$ cat config.mk
export PLATFORM = sky130hd
export DESIGN_NAME = paddle_control
export DESIGN_NICKNAME = d
export VERILOG_FILES = /design/src/rtl/paddle_control.sv
export SDC_FILE = /design/constraint.sdc
export NUM_CORES = 1
export LEC_CHECK = 0
export BUFFER_PORTS_ARGS = -buffer_cell sky130_fd_sc_hd__buf_2
export CAP_MARGIN = 20
export CORE_AREA = 2 2 80 63
export DETAILED_ROUTE_END_ITERATION = 8
export DIE_AREA = 0 0 82 65
export GPL_TIMING_DRIVEN = 1
export PLACE_DENSITY = 0.9
export SETUP_SLACK_MARGIN = 0.3
export SLEW_MARGIN = 5
export SYNTH_ARGS = -nofsm -noshare
export SYNTH_HDL_FRONTEND = slang
export SYNTH_SLANG_ARGS = --single-unit
export TNS_END_PERCENT = 20
$ cat constraint.sdc
create_clock -name paddle_control_clk -period 8.7 [get_ports paddle_control_clk]
set_input_delay 0.87 -clock paddle_control_clk [delete_from_list [all_inputs] [get_ports paddle_control_clk]]
set_output_delay 0.87 -clock paddle_control_clk [all_outputs]
set_load 0.05 [all_outputs]
$ cat src/rtl/paddle_control.sv
// Two-channel Pong paddle mover driven by held-key levels and frame ticks.
// Speed doubles after a sustained hold; positions clamp to the playfield.
module paddle_control #(
    parameter int SCREEN_H   = 480,
    parameter int PADDLE_H   = 80,
    parameter int STEP       = 4,
    parameter int FAST_STEP  = 8,
    parameter int HOLD_TICKS = 15
) (
    input  logic       paddle_control_clk,
    input  logic       paddle_control_rst_n,
    input  logic [3:0] paddle_control_keys,
    input  logic       paddle_control_tick,
    input  logic       paddle_control_enable,
    input  logic       paddle_control_center,
    output logic [9:0] paddle_control_left_y,
    output logic [9:0] paddle_control_right_y,
    output logic       paddle_control_left_moving,
    output logic       paddle_control_right_moving
);

    localparam int CENTER = (SCREEN_H - PADDLE_H) / 2;
    localparam int MAXY   = SCREEN_H - PADDLE_H;
    localparam int CW     = $clog2(HOLD_TICKS + 1);

    typedef enum logic [1:0] {
        IDLE = 2'd0,
        UP   = 2'd1,
        DOWN = 2'd2
    } dir_t;

    typedef struct packed {
        dir_t          st;
        logic [CW-1:0] cnt;
        logic [9:0]    y;
    } chan_t;

    logic [3:0] r_keys_q;
    chan_t      r_left;
    chan_t      r_right;
    chan_t      w_left_nxt;
    chan_t      w_right_nxt;

    function automatic chan_t chan_next(
        input chan_t cur,
        input logic  up,
        input logic  dn,
        input logic  center,
        input logic  enable,
        input logic  tick
    );
        chan_t       n;
        dir_t        req;
        logic [10:0] step;
        logic [10:0] sum;
        n    = cur;
        step = 11'(STEP);
        sum  = '0;
        if (up && !dn) begin
            req = UP;
        end else if (dn && !up) begin
            req = DOWN;
        end else begin
            req = IDLE;
        end
        if (center) begin
            n.st  = IDLE;
            n.cnt = '0;
            n.y   = 10'(CENTER);
        end else if (!enable) begin
            n.st  = IDLE;
            n.cnt = '0;
        end else if (tick) begin
            if (req == IDLE) begin
                n.st  = IDLE;
                n.cnt = '0;
            end else begin
                if (req != cur.st) begin
                    n.cnt = CW'(1);
                end else if (cur.cnt == CW'(HOLD_TICKS)) begin
                    step = 11'(FAST_STEP);
                end else begin
                    n.cnt = cur.cnt + CW'(1);
                end
                n.st = req;
                // 11-bit math: a negative result shows up as bit 10 set
                if (req == UP) begin
                    sum = {1'b0, cur.y} - step;
                    n.y = sum[10] ? 10'd0 : sum[9:0];
                end else begin
                    sum = {1'b0, cur.y} + step;
                    n.y = (sum > 11'(MAXY)) ? 10'(MAXY) : sum[9:0];
                end
            end
        end
        return n;
    endfunction

    always_comb begin
        w_left_nxt  = r_left;
        w_right_nxt = r_right;
        w_left_nxt  = chan_next(r_left, r_keys_q[2], r_keys_q[3],
                                paddle_control_center,
                                paddle_control_enable,
                                paddle_control_tick);
        w_right_nxt = chan_next(r_right, r_keys_q[0], r_keys_q[1],
                                paddle_control_center,
                                paddle_control_enable,
                                paddle_control_tick);
    end

    always_ff @(posedge paddle_control_clk) begin
        if (!paddle_control_rst_n) begin
            r_keys_q    <= '0;
            r_left.st   <= IDLE;
            r_left.cnt  <= '0;
            r_left.y    <= 10'(CENTER);
            r_right.st  <= IDLE;
            r_right.cnt <= '0;
            r_right.y   <= 10'(CENTER);
        end else begin
            r_keys_q <= paddle_control_keys;
            r_left   <= w_left_nxt;
            r_right  <= w_right_nxt;
        end
    end

    assign paddle_control_left_y       = r_left.y;
    assign paddle_control_right_y      = r_right.y;
    assign paddle_control_left_moving  = (r_left.st != IDLE);
    assign paddle_control_right_moving = (r_right.st != IDLE);

endmodule
**After elaboration in Yosys (flattened, before gate mapping)**

Cells that the tools add are included.

- Register bits: 36
- Input bits: 9

- Bitwise logic cells: 4
- Equal/unequal tests: 8
- Reduce and logical (&&, ||, !) cells: 18
- Multiplexer cells: 28
- Add/subtract/negate cells: 6
- $lt $le $gt $ge: 2

Operators with widths:

| operator | count |
|---|---|
| $mux W11 | 8 |
| $mux W10 | 6 |
| $mux W4 | 8 |
| $add A10 B11 Y11 | 2 |
| $gt A11 B9 Y1 const B | 2 |
| $sub A10 B11 Y11 | 2 |
| $mux W6 | 2 |
| $add A4 B1 Y4 const B | 2 |
| $eq A4 B4 Y1 const B | 2 |
| $mux W2 | 4 |
| $ne A3 B3 Y1 const B | 2 |
| $reduce_and A3 Y1 | 2 |
| $eq A2 B1 Y1 const B | 2 |
| $logic_and A1 B1 Y1 | 4 |
| $logic_not A1 Y1 | 4 |
| $logic_not A2 Y1 | 2 |
| $ne A2 B2 Y1 | 2 |
| $not A1 Y1 | 4 |
| $reduce_and A2 Y1 | 2 |
| $reduce_bool A2 Y1 | 2 |
| $reduce_or A3 Y1 | 1 |
| $reduce_or A2 Y1 | 1 |

**Longest topological paths before layout**

Gate-level depths: netlist of run 1.

- Word-level depth: 14
- Depth in mapped cells: 16

**Least setup slack after synthesis of run 1**

Ideal clock, no wire load.

- Kind: reg-to-reg
- From: reg r_keys_q[1]
- To: reg r_right, in the netlist paddle_control_right_y[2]
- Path slack: 5.487 ns
- Cell stages (with the launch flop): 17
- Buffers on the path: 1
- Clock period less this slack: 3.213 ns
- Arrival: 3.127 ns
- Path through: dfxtp_1 inv_1 ha_1 buf_2 xor2_1 nor2_1 nand4_1 ha_1 inv_1 fa_1 and2b_1 nor3_1 a31oi_1 o32a_1 o32ai_4 a21oi_1 a211oi_1

- Word-level cells in the longest chain between the ends: 13

Ends and longest elaborated chain:

| item | line | text |
|---|---|---|
| start: declaration | 38 | `logic [3:0] r_keys_q;` |
| start signal: assignment | 122 | `r_keys_q <= paddle_control_keys;` |
| $logic_and A1 B1 Y1 or $logic_not A1 Y1 (tied branches) | 61, 59 |  |
| $mux W2 or $logic_and A1 B1 Y1 (tied branches) | 61, 59 |  |
| $mux W2 * | 59 | `if (up && !dn) begin` |
| $ne A2 B2 Y1 | 78 | `if (req != cur.st) begin` |
| $mux W4 | 78 |  |
| $mux W11 | 74 | `if (req == IDLE) begin` |
| $mux W11 | 73 | `end else if (tick) begin` |
| $mux W11 | 70 | `end else if (!enable) begin` |
| $mux W11 | 66 | `if (center) begin` |
| $add A10 B11 Y11 | 91 | `sum = {1'b0, cur.y} + step;` |
| $gt A11 B9 Y1 | 92 | `n.y = (sum > 11'(MAXY)) ? 10'(MAXY) : sum[9:0];` |
| $mux W10 | 92 |  |
| $mux W10 | 87 | `if (req == UP) begin` |
| end signal: assignment | 124 | `r_right <= w_right_nxt;` |
| end: declaration | 40 | `chan_t r_right;` |

Mark *: on every way between the ends. The rest lies on a longest branch, timed or not. The select of a mux whose other input is x is not followed.
A chain may end at the register's enable or synchronous reset.

**Worst setup path in the final report of run 1**

Ends and elaborated chain as after synthesis.

==> run metrics, run 1 <==
number of hold violations in the final report 0; overflow left after global routing 0; number of buffer and inverter instances along the worst setup path 1; antenna violations before repair 0; post-CTS setup buffer count 0; worst hold path class reg -> reg; Highest Clock Rate 261.5 MHz; worst reg2reg startpoint r_keys_q[1]; hold buffer count at cts 0; Hold Path Origin r_right[13]; Yosys top cell by area sky130_fd_sc_hd__dfxtp_1; Inserted Diodes 0; source of the critical timing path r_keys_q[1]; clock insertion delay at the later pin of the skew report 0.29 ns; Met1 Routed Length 2975 um; post-placement worst setup slack 4.948 ns; All-Layer GR Usage 25.39%; met3 WL 616 um; run status complete, no violations; GPL Wtd Cong 0.9693; area grow syn2layout 3.583%; most used flip-flop cell after synthesis sky130_fd_sc_hd__dfxtp_1; width of the die 82 um; Top Family by Delay on Critical Path compound AO/OA/AOI/OAI gates; commonest non-fill, non-tap cell in the layout sky130_fd_sc_hd__nor2_1; initial core utilization 60.42%; I/O Buffers 26; reg-to-reg critical path endpoint paddle_control_right_y[2]; average cell area after synthesis 7.697 um^2; maximum cell stage delay along the critical path 0.46 ns; area of the core 4624 um^2; register bit count reported by yosys 32; critical path arrival 4.01 ns; headroom to the max-slew limit 47.45%; wire length per cell 15.06 um; slowest library cell on the worst path sky130_fd_sc_hd__ha_1; met2 wire length 2668 um; Cell variety after synth 61; CTS H-tree lvls 2; instance count on the critical path 13; vias in the first global route 2187; type of the worst setup path reg -> reg; Final setup violation count 0; register-to-register setup slack 4.88 ns; clock edge transition at the registers on the reported setup and hold paths 0.07 ns; maximum number of pins on one net before global-route repair 19; CTS tree built; final clock period utilization by the worst path 43.95%; number of enable-type register cells in the synthesized netlist 0; deepest clock path buffer count 2; Root Buffer sky130_fd_sc_hd__clkbuf_8; time the final worst path needs with I/O delays and setup 3.824 ns; critical-path cell list inv_1, ha_1, xor2_1, nor2_1, nand4_1, ha_1, nand2b_1, a21boi_1, nand2_1, o32a_1, o32ai_4, a21oi_1, a211oi_1; number of gates given a new drive strength after cts 0; number of buffers created by CTS 5; first-pass GRT wire length 10630 um; worst clock skew on the final layout 0.007395 ns; measured slew at the worst slew-check pin 0.7853 ns; die area 5330 um^2; worst setup path end paddle_control_right_y[2]; maximum ir drop on the vdd rail 0.1156 mV; drc violations 0; area share of the largest cell type after synthesis 22.93%; first-iteration detailed-routing DRC count 318; final-stage net count 388; startpoint kind of the worst setup timing path flip-flop; worst endpoint required time 8.89 ns; total power density per cell area 122.5 nW/um^2; top layer used by detailed routing met4; antenna viol nets, final 0; max_cap viols 0; share of async-settable or async-resettable flops after synthesis 0%; number of instances in the synthesized netlist 363; pins over their slew limit 0; highest-count cells in the layout ignoring fill and taps sky130_fd_sc_hd__nor2_1, sky130_fd_sc_hd__dfxtp_1, sky130_fd_sc_hd__a21oi_1, sky130_fd_sc_hd__buf_2, sky130_fd_sc_hd__nand2_1; smallest setup slack after layout 4.876 ns; final total negative setup slack 0 ns; number of warnings reported in the yosys synthesis log 0; crit-path max FO 9; static leakage 1.132 nW; final wirelength 6325 um; RSZ-0062 raised after global routing false; I/O pin count 31; Critical Path Most Common Cell sky130_fd_sc_hd__ha_1; depth of the worst register-to-register path 13; Vert. Die Dim 65 um; CP Capture Type flip-flop; via total after detailed routing 2622; post-detailed-placement half-perimeter wirelength 4550 um; post-synthesis instance area 2794 um^2; proportion of layout cells with a drive suffix above 1 13.33%; part of the Yosys area used for sequential elements 22.93%; 1st-pass router iterations 5; Via density 6.243; Site Rows 22; clk sinks 32; cell types with the largest area share after synthesis sky130_fd_sc_hd__dfxtp_1, sky130_fd_sc_hd__ha_1, sky130_fd_sc_hd__buf_4; number of inserted filler cells in the final layout 390
[registers in the layout, summed over array words and instances (netlist names)]
signal / count
r_right: 6
paddle_control_right_y: 8
r_keys_q: 4
paddle_control_left_y: 8
r_left: 6
[metrics by stage]
step	hold slack [ns]	area, um^2	instances	utilization, %	power [mW]
6_report	0.5260	2894	420	62.58	0.3546
3_3_place_gp	0.4928	2768	412	59.85	0.1962
4_1_cts	0.5219	2894	420	62.58	0.3537
2_1_floorplan	0.4787	2805	366	-	0.1903
5_1_grt	0.5658	2894	420	62.58	0.3684
3_5_place_dp	0.5066	2768	412	59.85	0.1973
[cell families after synthesis]
group,Yosys count,share of synthesized area [%]
AOI/OAI and AO/OA,94,23.69
xor gates and xnor gates,14,4.389
adders and majority gates,20,10.03
buffers and inverters,61,11.51
DFF,32,22.93
muxes,12,4.344
other,1,0.1342
and+or+nand+nor,129,22.97
[where the power goes]
group          switching (mW)  total (mW)  internal (mW)  leakage [nW]
registers             0.00267       0.151          0.149         0.259
logic                  0.0295      0.0439         0.0144         0.809
clock network          0.0584       0.159          0.101        0.0645
total                  0.0906       0.355          0.264          1.13
[Yosys cell counts (2+ instances only)]
cell type / instances
sky130_fd_sc_hd__xor2_1: 11
sky130_fd_sc_hd__buf_4: 20
sky130_fd_sc_hd__nor3b_1: 2
sky130_fd_sc_hd__nor2_1: 36
sky130_fd_sc_hd__a211oi_1: 5
sky130_fd_sc_hd__clkbuf_1: 10
sky130_fd_sc_hd__nor2b_1: 6
sky130_fd_sc_hd__nand4_1: 7
sky130_fd_sc_hd__nor3_1: 12
sky130_fd_sc_hd__a211o_1: 2
sky130_fd_sc_hd__nand2b_1: 7
sky130_fd_sc_hd__fa_1: 4
sky130_fd_sc_hd__xnor2_1: 3
sky130_fd_sc_hd__a21oi_1: 26
sky130_fd_sc_hd__nand3_1: 12
sky130_fd_sc_hd__a221oi_1: 2
sky130_fd_sc_hd__mux2i_1: 11
sky130_fd_sc_hd__buf_2: 8
sky130_fd_sc_hd__o41ai_4: 2
sky130_fd_sc_hd__inv_1: 21
sky130_fd_sc_hd__and3_1: 2
sky130_fd_sc_hd__o21a_1: 3
sky130_fd_sc_hd__a31oi_1: 7
sky130_fd_sc_hd__and2_1: 5
sky130_fd_sc_hd__nor4_1: 3
sky130_fd_sc_hd__ha_1: 16
sky130_fd_sc_hd__a21o_1: 3
sky130_fd_sc_hd__nand2_1: 24
sky130_fd_sc_hd__o31ai_1: 3
sky130_fd_sc_hd__or4_4: 2
sky130_fd_sc_hd__o21ai_0: 22
sky130_fd_sc_hd__or2_2: 5
sky130_fd_sc_hd__dfxtp_1: 32
sky130_fd_sc_hd__or3_1: 2
[area by class of cell]
class                           instances  area, um^2  share of cell area, %
Multi-Input combinational cell        273        1843                  63.68
Sequential cell                        32       640.6                  22.14
Timing Repair Buffer                   26       130.1                  4.496
Clock buffer                            7       96.34                  3.329
Inverter                               21       78.83                  2.724
Tap cell                               60       75.07                  2.594
Clock inverter                          1       30.03                  1.038
[layer usage]
metal  vias up  track usage, %
met5         -               0
met4         0           5.000
met3        11           4.875
met2       162           36.48
met1      1196           39.04
li1       1253               -
[tightest hold or removal path: cells and delay by family (launching register included)]
family        cells  cell delay [ns]
xor+xnor          1             0.07
simple gates      1             0.07
flops             1             0.35
[worst min-delay path by stage]
stage	to	depth (start not counted)	slack (ns)
after global placement	r_left[13]	2	0.49
after detailed placement	r_right[13]	2	0.51
final	r_right[13]	2	0.53
after floorplan	r_left[13]	2	0.48
after CTS	r_right[13]	2	0.52
after global routing	r_left[13]	2	0.57
(Power assumes the default switching activity.)
==> inputs of run 2 (changes only) <==
--- a/config.mk
+++ b/config.mk
@@ -7,11 +7,11 @@
 export LEC_CHECK = 0
 export BUFFER_PORTS_ARGS = -buffer_cell sky130_fd_sc_hd__buf_2
 export CAP_MARGIN = 20
-export CORE_AREA = 2 2 80 63
+export CORE_AREA = 2 2 83 65
 export DETAILED_ROUTE_END_ITERATION = 8
-export DIE_AREA = 0 0 82 65
+export DIE_AREA = 0 0 85 67
 export GPL_TIMING_DRIVEN = 1
-export PLACE_DENSITY = 0.9
+export PLACE_DENSITY = 0.85
 export SETUP_SLACK_MARGIN = 0.3
 export SLEW_MARGIN = 5
 export SYNTH_ARGS = -nofsm -noshare
==> constraint.sdc (replaced) <==
create_clock -name paddle_control_clk -period 3.9 [get_ports paddle_control_clk]
set_input_delay 0.39 -clock paddle_control_clk [delete_from_list [all_inputs] [get_ports paddle_control_clk]]
set_output_delay 0.39 -clock paddle_control_clk [all_outputs]
set_load 0.05 [all_outputs]
==> run metrics, run 2 (synthesis results as in run 1) <==
antenna viol nets, final 0 (unchanged); commonest non-fill, non-tap cell in the layout sky130_fd_sc_hd__nor2_1; proportion of layout cells with a drive suffix above 1 15.62% (+2.3 points); register area 640.6 um^2 (unchanged); I/O pin count 31 (unchanged); first-pass GRT wire length 10850 um (+2.0%); startpoint kind of the worst setup timing path flip-flop; drc violations 0 (unchanged); area of the core 4817 um^2 (+4.2%); pins over their slew limit 0 (unchanged); clk sinks 32 (unchanged); depth of the worst register-to-register path 14 (+1); total power density per cell area 234.9 nW/um^2 (+92%); Site Rows 22 (unchanged); hold buffer count at cts 0 (unchanged); worst endpoint required time 4.09 ns (-4.80 ns); share of total power consumed by net switching 28.89% (+3.3 points); headroom to the max-slew limit 54.51% (+7.1 points); first-iteration detailed-routing DRC count 307 (-3.5%); Root Buffer sky130_fd_sc_hd__clkbuf_8; register-to-register setup slack 0.49 ns (-4.38 ns); final-stage net count 394 (+1.5%); Post-Route Hold Slack 0.3038 ns (-0.2221 ns); critical-path cell list inv_1, ha_1, xor2_1, nor2_1, nand4_1, buf_4, ha_1, nand2b_1, a21boi_2, nand2_1, o32a_1, o32ai_4, a21oi_1, a211oi_1; worst hold path class in -> reg; vias in the first global route 2292 (+4.8%); slowest library cell on the worst path sky130_fd_sc_hd__o32ai_4; overflow left after global routing 0 (unchanged); post-detailed-placement half-perimeter wirelength 4534 um (-0.35%); Highest Clock Rate 293.5 MHz (+12%); Via density 6.042 (-3.2%); portion of total power attributed to sequential cells 49.4% (+6.8 points); reported net switching power 0.1975 mW (+120%); Final setup violation count 0 (unchanged); via total after detailed routing 2568 (-2.1%); Critical Path Most Common Cell sky130_fd_sc_hd__ha_1; worst clock skew on the final layout 0.004680 ns (-0.002715 ns); area grow syn2layout 4.165%; final wirelength 6370 um (+0.71%); critical path arrival 3.60 ns (-0.41 ns); maximum number of pins on one net before global-route repair 19 (unchanged); All-Layer GR Usage 23.79% (-1.6 points); number of hold violations in the final report 0 (unchanged); met3 global-route usage 4.461% (-0.41 points); 1st-pass router iterations 5 (unchanged); cell-internal power 0.4861 mW (+84%); max_cap viols 0 (unchanged); hold path cells 2 (unchanged); initial core utilization 58.00% (-2.4 points); CTS tree built; deepest clock path buffer count 2 (unchanged); busiest layer in global routing met2; worst reg2reg startpoint r_keys_q[0]; CP Capture Type flip-flop; Vert. Die Dim 67 um (+3.1%); worst hold endpoint r_keys_q[1]; maximum ir drop on the vdd rail 0.2029 mV (+76%); Global Route met1 Usage 33.38% (-5.7 points); wire length per cell 14.99 um (-0.47%); Inserted Diodes 0 (unchanged); reg-to-reg critical path endpoint paddle_control_right_y[2]; antenna violations before repair 0 (unchanged); width of the die 85 um (+3.7%); clock insertion delay at the later pin of the skew report 0.29 ns (about the same); Hold Path Origin paddle_control_keys[1]; RSZ-0062 raised after global routing true; number of inserted filler cells in the final layout 437 (+12%); CTS H-tree lvls 2 (unchanged); type of the worst setup path reg -> reg; multi-input combinational cell area 1863 um^2 (+1.1%); final clock period utilization by the worst path 87.37% (+43 points); number of buffers created by CTS 5 (unchanged); final total negative setup slack 0 ns (unchanged); measured slew at the worst slew-check pin 0.6809 ns (-0.1043 ns); crit-path max FO 6 (-3); run status complete, no violations; I/O Buffers 26 (unchanged); share of power burned in the clock network 36.2% (-8.8 points); maximum cell stage delay along the critical path 0.37 ns (-0.09 ns); logic gate share of total power 14.5% (+2.1 points); routing usage on met2 37.89% (+1.4 points); GPL Wtd Cong 0.8631 (-11%); die area 5695 um^2 (+6.8%); static leakage 1.141 nW (+0.77%); clock edge transition at the registers on the reported setup and hold paths 0.07 ns (about the same); time the final worst path needs with I/O delays and setup 3.408 ns (-0.4163 ns); highest-count cells in the layout ignoring fill and taps sky130_fd_sc_hd__nor2_1, sky130_fd_sc_hd__dfxtp_1, sky130_fd_sc_hd__a21oi_1, sky130_fd_sc_hd__buf_2, sky130_fd_sc_hd__nand2_1
## run 2: layout make-up
cell class / instances / area share [%]
clock buffer: 6 / 2.494
sequential: 32 / 22.01
multi-input combinational: 273 / 64.02
tap: 60 / 2.580
timing repair buffer: 32 / 6.019
inverter: 21 / 2.709
clock inverter: 1 / 0.1720
## run 2: through the flow
step                setup slack [ns]  cell area (um^2)  std cells  utilization [%]  power, mW
floorplan                     0.6875              2805        366                -     0.4244
global placement              0.3591              2783        414            57.77     0.4394
detailed placement            0.3025              2783        414            57.77     0.4409
CTS                           0.4623              2872        422            59.61     0.6805
global route                  0.2587              2910        425            60.42     0.7103
finish                        0.4924              2910        425            60.42     0.6836
## run 2: layer usage
layer	part of all wire [%]	routed length, um
met1	49	3148
met2	43	2745
met3	6.7	427
met4	0.77	49
met5	0	0
## run 2: worst max path at each step
| stage | to | slack [ns] | start | depth (start not counted) |
|---|---|---|---|---|
| global placement | paddle_control_right_y[2] | 0.36 | r_keys_q[0] | 13 |
| finish | paddle_control_right_y[2] | 0.49 | r_keys_q[0] | 14 |
| CTS | paddle_control_left_y[5] | 0.46 | r_keys_q[2] | 14 |
| floorplan | paddle_control_right_y[2] | 0.69 | r_keys_q[1] | 16 |
| global route | paddle_control_right_y[2] | 0.26 | r_keys_q[0] | 15 |
| detailed placement | paddle_control_right_y[2] | 0.30 | r_keys_q[0] | 13 |
## run 2: worst max-delay path: cells and delay by family (launching register included)
kind / cells / cell delay (ns)
flip-flops: 1 / 0.34
AND/OR/NAND/NOR: 4 / 0.68
buffers and inverters: 2 / 0.26
XOR/XNOR: 1 / 0.16
adder cells (fa/ha/maj): 2 / 0.52
AO/OA/AOI/OAI: 5 / 1.34
## run 2: power by group through the flow
stage / logic [mW] / registers [mW] / clock network [mW]
after floorplan: 0.0826 / 0.342 / 0
after global placement: 0.0948 / 0.345 / 0
after detailed placement: 0.0962 / 0.345 / 0
after CTS: 0.0967 / 0.337 / 0.246
after global routing: 0.108 / 0.338 / 0.264
final: 0.0988 / 0.338 / 0.247
## run 2: what timing repair did
item | CTS | global route
endpoints found under the setup margin | 2 | 11
setup buffers | 1 | 3
resized for setup | 1 | 4
pin swaps | 1 | 1
